## config.mk

```make
export PLATFORM = sky130hd
export DESIGN_NAME = mem_arbiter
export DESIGN_NICKNAME = d
export VERILOG_FILES = /design/src/rtl/mem_pkg.sv /design/src/rtl/mem_arbiter.sv
export SDC_FILE = /design/constraint.sdc
export NUM_CORES = 1
export LEC_CHECK = 0
export CORE_ASPECT_RATIO = 1.4
export CORE_MARGIN = 2
export CORE_UTILIZATION = 30
export DETAILED_ROUTE_END_ITERATION = 8
export PLACE_DENSITY = 0.65
export SLEW_MARGIN = 20
export SYNTH_ARGS = -nofsm -noshare
export SYNTH_HDL_FRONTEND = slang
export SYNTH_SLANG_ARGS = --single-unit
```

## constraint.sdc

```tcl
create_clock -name clk -period 2 [get_ports clk]
set_input_delay 0.2 -clock clk [delete_from_list [all_inputs] [get_ports clk]]
set_output_delay 0.2 -clock clk [all_outputs]
set_load 0.05 [all_outputs]
```

## src/rtl/mem_pkg.sv

```systemverilog
// +----------------------------------------------------------------------+
// | mem_pkg                                                              |
// | Shared state encoding, grant ids and default widths for mem_arbiter. |
// | Revision: 1.0                                                        |
// +----------------------------------------------------------------------+
`default_nettype none

package mem_pkg;

    localparam int DEFAULT_ADDR_W = 8;
    localparam int DEFAULT_DATA_W = 16;

    typedef enum logic [1:0] {
        IDLE   = 2'd0,
        BUSY_I = 2'd1,
        BUSY_D = 2'd2,
        DONE   = 2'd3
    } state_t;

    typedef logic [1:0] gnt_t;

    localparam gnt_t GNT_NONE = 2'd0;
    localparam gnt_t GNT_I    = 2'd1;
    localparam gnt_t GNT_D    = 2'd2;

endpackage

`default_nettype wire

```

## src/rtl/mem_arbiter.sv

```systemverilog
// +----------------------------------------------------------------------+
// | mem_arbiter                                                          |
// | Shares a single-port memory between fetch and data; data has priority|
// | Revision: 1.0                                                        |
// +----------------------------------------------------------------------+
`default_nettype none

module mem_arbiter
    import mem_pkg::*;
#(
    parameter int ADDR_W  = DEFAULT_ADDR_W,
    parameter int DATA_W  = DEFAULT_DATA_W,
    parameter int LATENCY = 2
) (
    input  logic              clk,
    input  logic              reset,
    input  logic              if_req_f,
    input  logic [ADDR_W-1:0] if_adr_f,
    output logic [DATA_W-1:0] if_rdata_f,
    output logic              if_ready_f,
    input  logic              dm_req_m,
    input  logic              dm_we_m,
    input  logic [ADDR_W-1:0] dm_adr_m,
    input  logic [DATA_W-1:0] dm_wdata_m,
    output logic [DATA_W-1:0] dm_rdata_m,
    output logic              dm_ready_m,
    output logic              mem_en,
    output logic              mem_we,
    output logic [ADDR_W-1:0] mem_adr,
    output logic [DATA_W-1:0] mem_wdata,
    input  logic [DATA_W-1:0] mem_rdata,
    output logic              stall_f,
    output logic              stall_m
);

    localparam int               CNT_W      = (LATENCY > 1) ? $clog2(LATENCY) : 1;
    localparam logic [CNT_W-1:0] c_cnt_load = CNT_W'(LATENCY - 1);

    state_t              r_state,     w_state;
    logic [CNT_W-1:0]    r_cnt,       w_cnt;
    gnt_t                r_gnt,       w_gnt;
    logic                r_mem_en,    w_mem_en;
    logic                r_mem_we,    w_mem_we;
    logic [ADDR_W-1:0]   r_mem_adr,   w_mem_adr;
    logic [DATA_W-1:0]   r_mem_wdata, w_mem_wdata;
    logic [DATA_W-1:0]   r_if_rdata,  w_if_rdata;
    logic [DATA_W-1:0]   r_dm_rdata,  w_dm_rdata;
    logic                r_if_ready,  w_if_ready;
    logic                r_dm_ready,  w_dm_ready;

    // The mem_* registers double as the latched request for the whole access.
    always_comb begin
        w_state     = r_state;
        w_cnt       = r_cnt;
        w_gnt       = r_gnt;
        w_mem_en    = r_mem_en;
        w_mem_we    = r_mem_we;
        w_mem_adr   = r_mem_adr;
        w_mem_wdata = r_mem_wdata;
        w_if_rdata  = r_if_rdata;
        w_dm_rdata  = r_dm_rdata;
        w_if_ready  = 1'b0;
        w_dm_ready  = 1'b0;
        case (r_state)
            IDLE: begin
                if (dm_req_m) begin
                    w_state     = BUSY_D;
                    w_cnt       = c_cnt_load;
                    w_mem_en    = 1'b1;
                    w_mem_we    = dm_we_m;
                    w_mem_adr   = dm_adr_m;
                    w_mem_wdata = dm_wdata_m;
                end else if (if_req_f) begin
                    w_state     = BUSY_I;
                    w_cnt       = c_cnt_load;
                    w_mem_en    = 1'b1;
                    w_mem_we    = 1'b0;
                    w_mem_adr   = if_adr_f;
                    w_mem_wdata = '0;
                end
            end
            BUSY_I, BUSY_D: begin
                if (r_cnt != '0) begin
                    w_cnt = r_cnt - CNT_W'(1);
                end else begin
                    w_state     = DONE;
                    w_mem_en    = 1'b0;
                    w_mem_we    = 1'b0;
                    w_mem_adr   = '0;
                    w_mem_wdata = '0;
                    if (r_state == BUSY_I) begin
                        w_gnt      = GNT_I;
                        w_if_ready = 1'b1;
                        w_if_rdata = mem_rdata;
                    end else begin
                        w_gnt      = GNT_D;
                        w_dm_ready = 1'b1;
                        if (!r_mem_we) begin
                            w_dm_rdata = mem_rdata;
                        end
                    end
                end
            end
            DONE: begin
                // Always pass through IDLE so a still-held request is not re-granted.
                w_state = IDLE;
                w_gnt   = GNT_NONE;
            end
            default: begin
                w_state = IDLE;
            end
        endcase
    end

    always_ff @(posedge clk or posedge reset) begin
        if (reset) begin
            r_state     <= IDLE;
            r_cnt       <= '0;
            r_gnt       <= GNT_NONE;
            r_mem_en    <= 1'b0;
            r_mem_we    <= 1'b0;
            r_mem_adr   <= '0;
            r_mem_wdata <= '0;
            r_if_rdata  <= '0;
            r_dm_rdata  <= '0;
            r_if_ready  <= 1'b0;
            r_dm_ready  <= 1'b0;
        end else begin
            r_state     <= w_state;
            r_cnt       <= w_cnt;
            r_gnt       <= w_gnt;
            r_mem_en    <= w_mem_en;
            r_mem_we    <= w_mem_we;
            r_mem_adr   <= w_mem_adr;
            r_mem_wdata <= w_mem_wdata;
            r_if_rdata  <= w_if_rdata;
            r_dm_rdata  <= w_dm_rdata;
            r_if_ready  <= w_if_ready;
            r_dm_ready  <= w_dm_ready;
        end
    end

    assign mem_en     = r_mem_en;
    assign mem_we     = r_mem_we;
    assign mem_adr    = r_mem_adr;
    assign mem_wdata  = r_mem_wdata;
    assign if_rdata_f = r_if_rdata;
    assign dm_rdata_m = r_dm_rdata;
    assign if_ready_f = r_if_ready;
    assign dm_ready_m = r_dm_ready;

    assign stall_f = if_req_f && !r_if_ready;
    assign stall_m = dm_req_m && !r_dm_ready;

endmodule

`default_nettype wire
```

# Word level (Yosys, flattened, before mapping)

Cells that the tools add are included.
Widths: inputs -> output; s select.

Memories kept: 0
Memory bits (read-only): 0
RAM bits: 0
Output and inout port bits: 62
Flip-flop bits (word level): 63
Latch bits: 0
Logic and storage cells: 58
Bits of input ports: 53

Shifts and indexed selects: 0
Order comparisons: 0
Equal/unequal tests: 5
Divide/modulo/power cells: 0
Multipliers: 0
Add/subtract/negate cells: 1
Reductions and logical operators: 12
Mux-type cells: 27
Bitwise gates (word level): 3

Operators with widths:

| kind                | number |
|---|---|
| $mux 16             | 3 |
| $pmux 16 s2         | 1 |
| $mux 8              | 3 |
| $pmux 8 s2          | 1 |
| $mux 1              | 12 |
| $mux 2              | 3 |
| $pmux 1 s2          | 3 |
| $pmux 2 s3          | 1 |
| $reduce_and 3->1    | 2 |
| $eq 2x2->1 const B  | 2 |
| $reduce_and 2->1    | 2 |
| $reduce_and 4->1    | 1 |
| $ne 3x3->1 const B  | 1 |
| $not 1->1           | 3 |
| $eq 2x1->1 const B  | 1 |
| $logic_and 1x1->1   | 2 |
| $logic_not 1->1     | 2 |
| $logic_not 2->1     | 1 |
| $ne 2x2->1 const B  | 1 |
| $reduce_bool 2->1   | 1 |
| $reduce_or 2->1     | 1 |
| $sub 1x1->1 const B | 1 |

# Depth between registers and ports, before layout

Gate-level depths: netlist of run 1.

Word-level depth: 4
Gate-level depth with buffers: 7
Mapped depth without buffers: 5

# Worst setup path after synthesis of run 1

No wires, ideal clock.

Path type: flip-flop to flip-flop
Start point: register r_state[0]
End point: register r_dm_rdata[0] (netlist: dm_rdata_m[0])
Clock period less this slack: 1.787 ns
Slack: 0.213 ns
Cell stages (with the launch flop): 7
Required time: 1.875 ns
Data arrival time: 1.662 ns
Buffers on the path: 1
Library setup time: 0.125 ns
Cells stage by stage: dfrtp_1 inv_1 ha_1 nand2b_1 nor3_4 buf_6 mux2_2

Word-level cells in the longest chain between the ends: 3
Elaborated cells on any way between the ends: 5
Those cells by class: 2 x eq/ne; 1 x bitwise; 2 x reduce/logical

RTL lines:

| item                                                | RTL line                             | source |
|---|---|---|
| start, declared                                     | mem_arbiter.sv:39                    | `state_t r_state, w_state;` |
| start signal, assigned                              | mem_arbiter.sv:129                   | `r_state <= w_state;` |
| $eq 2x1->1 / $eq 2x2->1 (equally long branches)     | mem_arbiter.sv:64, mem_arbiter.sv:91 |  |
| $reduce_or 2->1 / $not 1->1 (equally long branches) | --                                   |  |
| $reduce_and 4->1 (no line) (*)                      | --                                   |  |
| end signal, assigned                                | mem_arbiter.sv:137                   | `r_dm_rdata <= w_dm_rdata;` |
| end, declared                                       | mem_arbiter.sv:47                    | `logic [DATA_W-1:0] r_dm_rdata, w_dm_rdata;` |

Mark *: on every way between the ends. The rest lies on a longest branch, timed or not.
A chain may end at the register's enable or synchronous reset.

# Final worst setup path of run 1

Start point: register r_state[0]
End point: register r_mem_adr[5] (netlist: mem_adr[5])

Word-level cells in the longest chain between the ends: 4
Elaborated cells on any way between the ends: 9
Those cells by class: 4 x eq/ne; 1 x mux; 4 x reduce/logical

RTL lines:

| item                                                             | RTL line           | source |
|---|---|---|
| $eq 2x1->1 / $eq 2x2->1 (equally long branches)                  | mem_arbiter.sv:64  | `case (r_state)` |
| $reduce_or 2->1                                                  | mem_arbiter.sv:64  |  |
| $ne 2x2->1 (no line) / $reduce_bool 2->1 (equally long branches) | --                 |  |
| $reduce_and 3->1 (no line)                                       | --                 |  |
| end signal, assigned                                             | mem_arbiter.sv:134 | `r_mem_adr <= w_mem_adr;` |
| end, declared                                                    | mem_arbiter.sv:44  | `logic [ADDR_W-1:0] r_mem_adr, w_mem_adr;` |

Parallel ways exist; a longest one is shown, timed or not.

==> metrics.cfg, run 1 <==
[clocking]
cts.sink_count = 63
cts_buffer_depth = 2
cts_root_buf = clkbuf_16
cts_buffers = 9
cts_max_level = 3
cts_tree = yes
postCtsSetupRepairBufs = 0
post_cts_resize_count = 0
insertion_delay_ns = 0.32
cts_hold_buf = 0
path_clk_slew_ns = 0.06

[cells_and_area]
drive_gt1_share_pct = 21.2
area_growth_syn_to_layout_pct = 60.1
antenna-diode-count = 0
fin_nets = 395
fillCellCount = 833

[hold_path]
hold_class = input port to async pin

[detailed_routing]
dr.pass1.iters = 2
wire_per_inst_um = 14.7
vias_per_cell = 4.63
antenna_left = 0
routed_wirelength_um = 6650
vias = 2088
drt-initial-drc-count = 57
drc = 0

[die]
start_util_pct = 30.6
core-area_mm2 = 0.00893
rows = 41
die-width_um = 84.7
dieArea_mm2 = 0.00990
boundaryPins = 115
die_h_um = 117

[critical_path]
crit_chain = inv_1, ha_1, nor2_1, a211oi_4, buf_4, mux2_1
critical_path_peak_fanout = 18
crit_type = flop to flop
required_ns = 2.20
critPathSlowestCell = ha_1
crit_path_max_incr_delay_ns = 0.42
rrSetupSlack_ns = 0.15
ff2ff_path_depth = 6
endpoint = mem_adr[5]
arrival_ns = 2.05
timing.rr.end = mem_adr[5]
cp-startpoint = r_state[0]
timing.rr.start = r_state[0]
startpoint_type = flop
end_kind = flop

[sta]
post-route-period-util_pct = 92.7
final.min_clock_period_ns = 1.85
setup-violations-final = 0
rsz0062_at_grt = false
relSlewSlack_pct = 64.5
whs_ns = 0.272
fmax_mhz = 540
hold_viol = 0
fin_skew_ns = 0.00849
worst_slew_pin_slew_ns = 0.531
slew_viol_final = 0
fin_setup_tns_ns = 0

[logic_synthesis]
synthArstFlopShare_pct = 100
synth-seq-area-share_pct = 57.7
yosys.area.top_type_share_pct = 57.7
syn-cell-area_mm2 = 0.00273
synth_cells = 215
synth_edf_count = 0
syn_nets = 271
synth_warnings = 0
ys.flop_type = dfrtp_1
netlist-cell-type-count = 24
synthTopCellsByArea = dfrtp_1 (58%), mux2_2 (16%), nand4b_1 (5.4%)
avgSynthCellArea_um2 = 12.7
synth_commonest_cells = dfrtp_1 (63), mux2_2 (39), inv_1 (24), o21ai_0 (19), nand4b_1 (17)
ys_seq_elements = 63
synth_most_common_cell = dfrtp_1
synth_top_area_cell = dfrtp_1

[placed_design]
port_buffers = 114
gp_congestion = 0.762
hpwl_um = 4790

[job]
cap_violations = 0

[grt]
antenna_found_initial = 0
grt_max_degree = 35
track_usage_pct = 14.2
first_global_vias = 2297
grt.overflow.total = 0
grt_first_pass_wirelength_um = 11100

[status]
status = finished clean

## registers in the layout, indices dropped and copies added, names as in the netlist, 2 cells and up
name        cells
mem_wdata      16
dm_rdata_m     16
if_rdata_f     16
r_state         2
mem_adr         8
## critical path: cells and delay by family, from the launching register on
| kind | cells | cell delay [ns] |
|---|---|---|
| buffers and inverters | 2 | 0.32 |
| AO/OA/AOI/OAI | 1 | 0.18 |
| adder cells (fa/ha/maj) | 1 | 0.42 |
| flip-flops | 1 | 0.36 |
| multiplexers | 1 | 0.34 |
| AND/OR/NAND/NOR | 1 | 0.11 |
## worst min path at each step
stage	from	to	slack [ns]	cells after the start
after global placement	mem_adr[0]	mem_adr[0]	0.47	1
after CTS	reset	dm_rdata_m[10]	0.28	3
after detailed placement	mem_adr[0]	mem_adr[0]	0.49	1
after global routing	reset	if_rdata_f[10]	0.31	3
after floorplan	mem_rdata[0]	if_rdata_f[0]	0.35	1
final	reset	dm_rdata_m[10]	0.27	3
## cell usage in the layout (no fill, tap or decap), types with 2 or more instances in the layout
cell type / instances
clkdlybuf4s50_1: 112
dfrtp_1: 63
mux2_2: 39
inv_1: 23
o21ai_0: 19
nand4b_1: 17
nor2_1: 11
clkbuf_16: 9
buf_4: 9
mux2i_1: 8
nand2_1: 4
buf_12: 4
mux2_1: 3
ha_1: 3
clkinvlp_4: 3
nand2b_1: 2
nor2b_1: 2
a21oi_1: 2
clkinv_4: 2
## per-layer routing
layer	vias up	routed length, um	global-route usage (%)
li1	989	-	-
met1	1016	2610	16.3
met2	76	3370	24.5
met3	7	588	6.17
met4	0	79	4.13
met5	-	0	0
## logic make-up (layout without fill, tap and decap cells)
kind of cell	count (synthesis)	count (layout)	synth area share [%]
flip-flops	63	63	57.7
multiplexers	50	50	20.2
AND/OR/NAND/NOR	38	38	9.47
AO/OA/AOI/OAI	25	25	5.45
adder cells (fa/ha/maj)	3	3	1.37
buffers and inverters	36	165	5.81
## layout make-up
class | count | area, um2 | area share, %
multi-input combinational | 116 | 998 | 22.8
inverter | 24 | 90.1 | 2.06
timing repair buffer | 125 | 1270 | 29.0
clock inverter | 6 | 70.1 | 1.60
sequential | 63 | 1580 | 36.0
tap | 107 | 134 | 3.06
clock buffer | 10 | 239 | 5.46
## stage by stage
step | instances | worst slack [ns] | instance area [um2] | util, %
6_report | 451 | 0.147 | 4380 | 49.0
5_1_grt | 451 | 0.0350 | 4380 | 49.0
4_1_cts | 451 | 0.125 | 4380 | 49.0
3_5_place_dp | 435 | 0.135 | 4070 | 45.6
3_3_place_gp | 435 | 0.220 | 4070 | 45.6
2_1_floorplan | 215 | 0.213 | 2730 | -
Power of run 1 is not shown: default switching activity piles up to over one toggle a cycle in this logic, so the estimate is an artifact.
==> run 2: changes to the inputs <==
--- a/config.mk
+++ b/config.mk
@@ -7,10 +7,9 @@
 export LEC_CHECK = 0
 export CORE_ASPECT_RATIO = 1.4
 export CORE_MARGIN = 2
-export CORE_UTILIZATION = 30
+export CORE_UTILIZATION = 42
 export DETAILED_ROUTE_END_ITERATION = 8
-export PLACE_DENSITY = 0.65
-export SLEW_MARGIN = 20
+export PLACE_DENSITY = 0.84
 export SYNTH_ARGS = -nofsm -noshare
 export SYNTH_HDL_FRONTEND = slang
 export SYNTH_SLANG_ARGS = --single-unit
==> run 2 against run 1 <==
  * Via count is 2.6% higher
  * Die area is 28% lower
  * Clock skew is 0.0025 ns lower
  * Core utilization is 19 points higher
  * Worst hold slack worse by 0.077 ns
  * Critical path depth stayed put
  * Sequential cell count stayed put
  * Register-to-register slack better by 0.03 ns
  * Wire length is 1.4% higher
  * Cell area is 2.8% lower
  * Fmax is 1.8% higher
==> metrics.cfg, run 2 (same netlist as run 1, synthesis figures left out) <==
[cells_and_area]
layout_commonest_cell = clkdlybuf4s50_1
fin_nets = 395  ; unchanged
regArea_mm2 = 0.00158  ; unchanged
layout_common_cells = clkdlybuf4s50_1 (112), dfrtp_1 (63), mux2_2 (39)
multiInputGateArea_um2 = 998  ; unchanged
area_growth_syn_to_layout_pct = 55.6
antenna-diode-count = 0  ; unchanged
fillCellCount = 487  ; -42%
drive_gt1_share_pct = 21.0  ; -0.23 points

[sta]
hold_viol = 0  ; unchanged
setup-violations-final = 0  ; unchanged
fin_setup_tns_ns = 0  ; unchanged
rsz0062_at_grt = false
relSlewSlack_pct = 64.9  ; +0.37 points
worst_slew_pin_slew_ns = 0.525  ; -0.00550 ns
final.min_clock_period_ns = 1.82  ; -0.0320 ns
slew_viol_final = 0  ; unchanged
fmax_mhz = 549  ; +1.8%
fin_skew_ns = 0.00599  ; -0.00250 ns
post-route-period-util_pct = 91.1  ; -1.6 points

[detailed_routing]
dr.pass1.iters = 4  ; +2
vias_per_cell = 5.16  ; +11%
drt-initial-drc-count = 95  ; +67%
drc = 0  ; unchanged
antenna_left = 0  ; unchanged
vias = 2142  ; +2.6%
routed_wirelength_um = 6740  ; +1.4%
wire_per_inst_um = 16.2  ; +10%

[grt]
grt_max_degree = 30  ; -14%
grt_first_pass_wirelength_um = 10900  ; -1.5%
first_global_vias = 2301  ; +0.17%
grt.overflow.total = 0  ; unchanged
track_usage_pct = 19.9  ; +5.7 points
antenna_found_initial = 0  ; unchanged

[critical_path]
ff2ff_path_depth = 6  ; unchanged
timing.rr.start = r_state[0]
arrival_ns = 2.04  ; about the same
cp-startpoint = r_state[0]
critical_path_peak_fanout = 25  ; +7
endpoint = mem_adr[2]
timing.rr.end = mem_adr[2]
startpoint_type = flop
rrSetupSlack_ns = 0.18  ; +0.03 ns
crit_type = flop to flop
required_ns = 2.21  ; about the same
end_kind = flop

[clocking]
cts_buffers = 9  ; unchanged
cts_max_level = 3  ; unchanged
cts_tree = yes
cts_hold_buf = 0  ; unchanged
postCtsSetupRepairBufs = 0  ; unchanged
cts_buffer_depth = 2  ; unchanged
cts.sink_count = 63  ; unchanged
path_clk_slew_ns = 0.07  ; about the same
insertion_delay_ns = 0.33  ; about the same
cts_root_buf = clkbuf_8
post_cts_resize_count = 0  ; unchanged

[placed_design]
hpwl_um = 5020  ; +4.8%
port_buffers = 114  ; unchanged
gp_congestion = 0.795  ; +4.2%

[status]
status = finished clean

[die]
rows = 34  ; -17%
dieArea_mm2 = 0.00718  ; -28%
die-width_um = 72.2  ; -15%
boundaryPins = 115  ; unchanged
die_h_um = 99.5  ; -15%
core-area_mm2 = 0.00625  ; -30%
start_util_pct = 43.7  ; +13 points

[job]
cap_violations = 0  ; unchanged

[hold_path]
hold_class = input port to async pin

## run 2: changes by cell type in the layout (fill, tap and decap cells not counted)
| cell | previous run | this run |
|---|---|---|
| bufinv_16 | 1 | 2 |
| clkbuf_16 | 9 | 0 |
| clkbuf_8 | 1 | 12 |
| clkinv_2 | 0 | 1 |
| clkinv_4 | 2 | 0 |
| clkinvlp_4 | 3 | 0 |
## run 2: critical path, stage by stage, from the launching register on
cell      delay, ns
dfrtp_1        0.36
inv_1          0.07
ha_1           0.40
nor2_1         0.11
a211oi_4       0.21
buf_12         0.20
mux2_2         0.35
## run 2: layout make-up
type,instances,share of cell area (%)
Timing Repair Buffer,125,29.8
Clock buffer,12,3.88
Multi-Input combinational cell,116,23.5
Clock inverter,3,1.53
Sequential cell,63,37.1
Tap cell,72,2.12
Inverter,24,2.12
## run 2: worst min path at each step
stage,cells past startpoint,endpoint,slack (ns),startpoint
after detailed placement,1,if_rdata_f[6],0.49,if_rdata_f[6]
after floorplan,1,if_rdata_f[0],0.35,mem_rdata[0]
after global placement,1,mem_adr[0],0.47,mem_adr[0]
after CTS,2,dm_rdata_m[3],0.19,reset
after global routing,2,dm_rdata_m[3],0.23,reset
final,2,if_rdata_f[5],0.19,reset
## run 2: through the flow
| step | instance area (um2) | setup slack, ns | cells | hold slack, ns | util (%) |
|---|---|---|---|---|---|
| CTS | 4250 | 0.164 | 415 | 0.192 | 68.0 |
| detailed placement | 4020 | 0.166 | 400 | 0.493 | 64.3 |
| global placement | 4020 | 0.261 | 400 | 0.467 | 64.3 |
| finish | 4250 | 0.179 | 415 | 0.195 | 68.0 |
| floorplan | 2730 | 0.213 | 215 | 0.350 | - |
| global route | 4250 | 0.0541 | 415 | 0.226 | 68.0 |
## run 2: metal layers
| layer | global-route usage, % | up-vias | part of all wire, % |
|---|---|---|---|
| li1 | - | 978 | - |
| met1 | 22.1 | 1076 | 37 |
| met2 | 35.6 | 81 | 54 |
| met3 | 5.88 | 7 | 7.2 |
| met4 | 7.26 | 0 | 0.93 |
| met5 | 0 | - | 0 |
Power of run 2 is left out for the same reason.
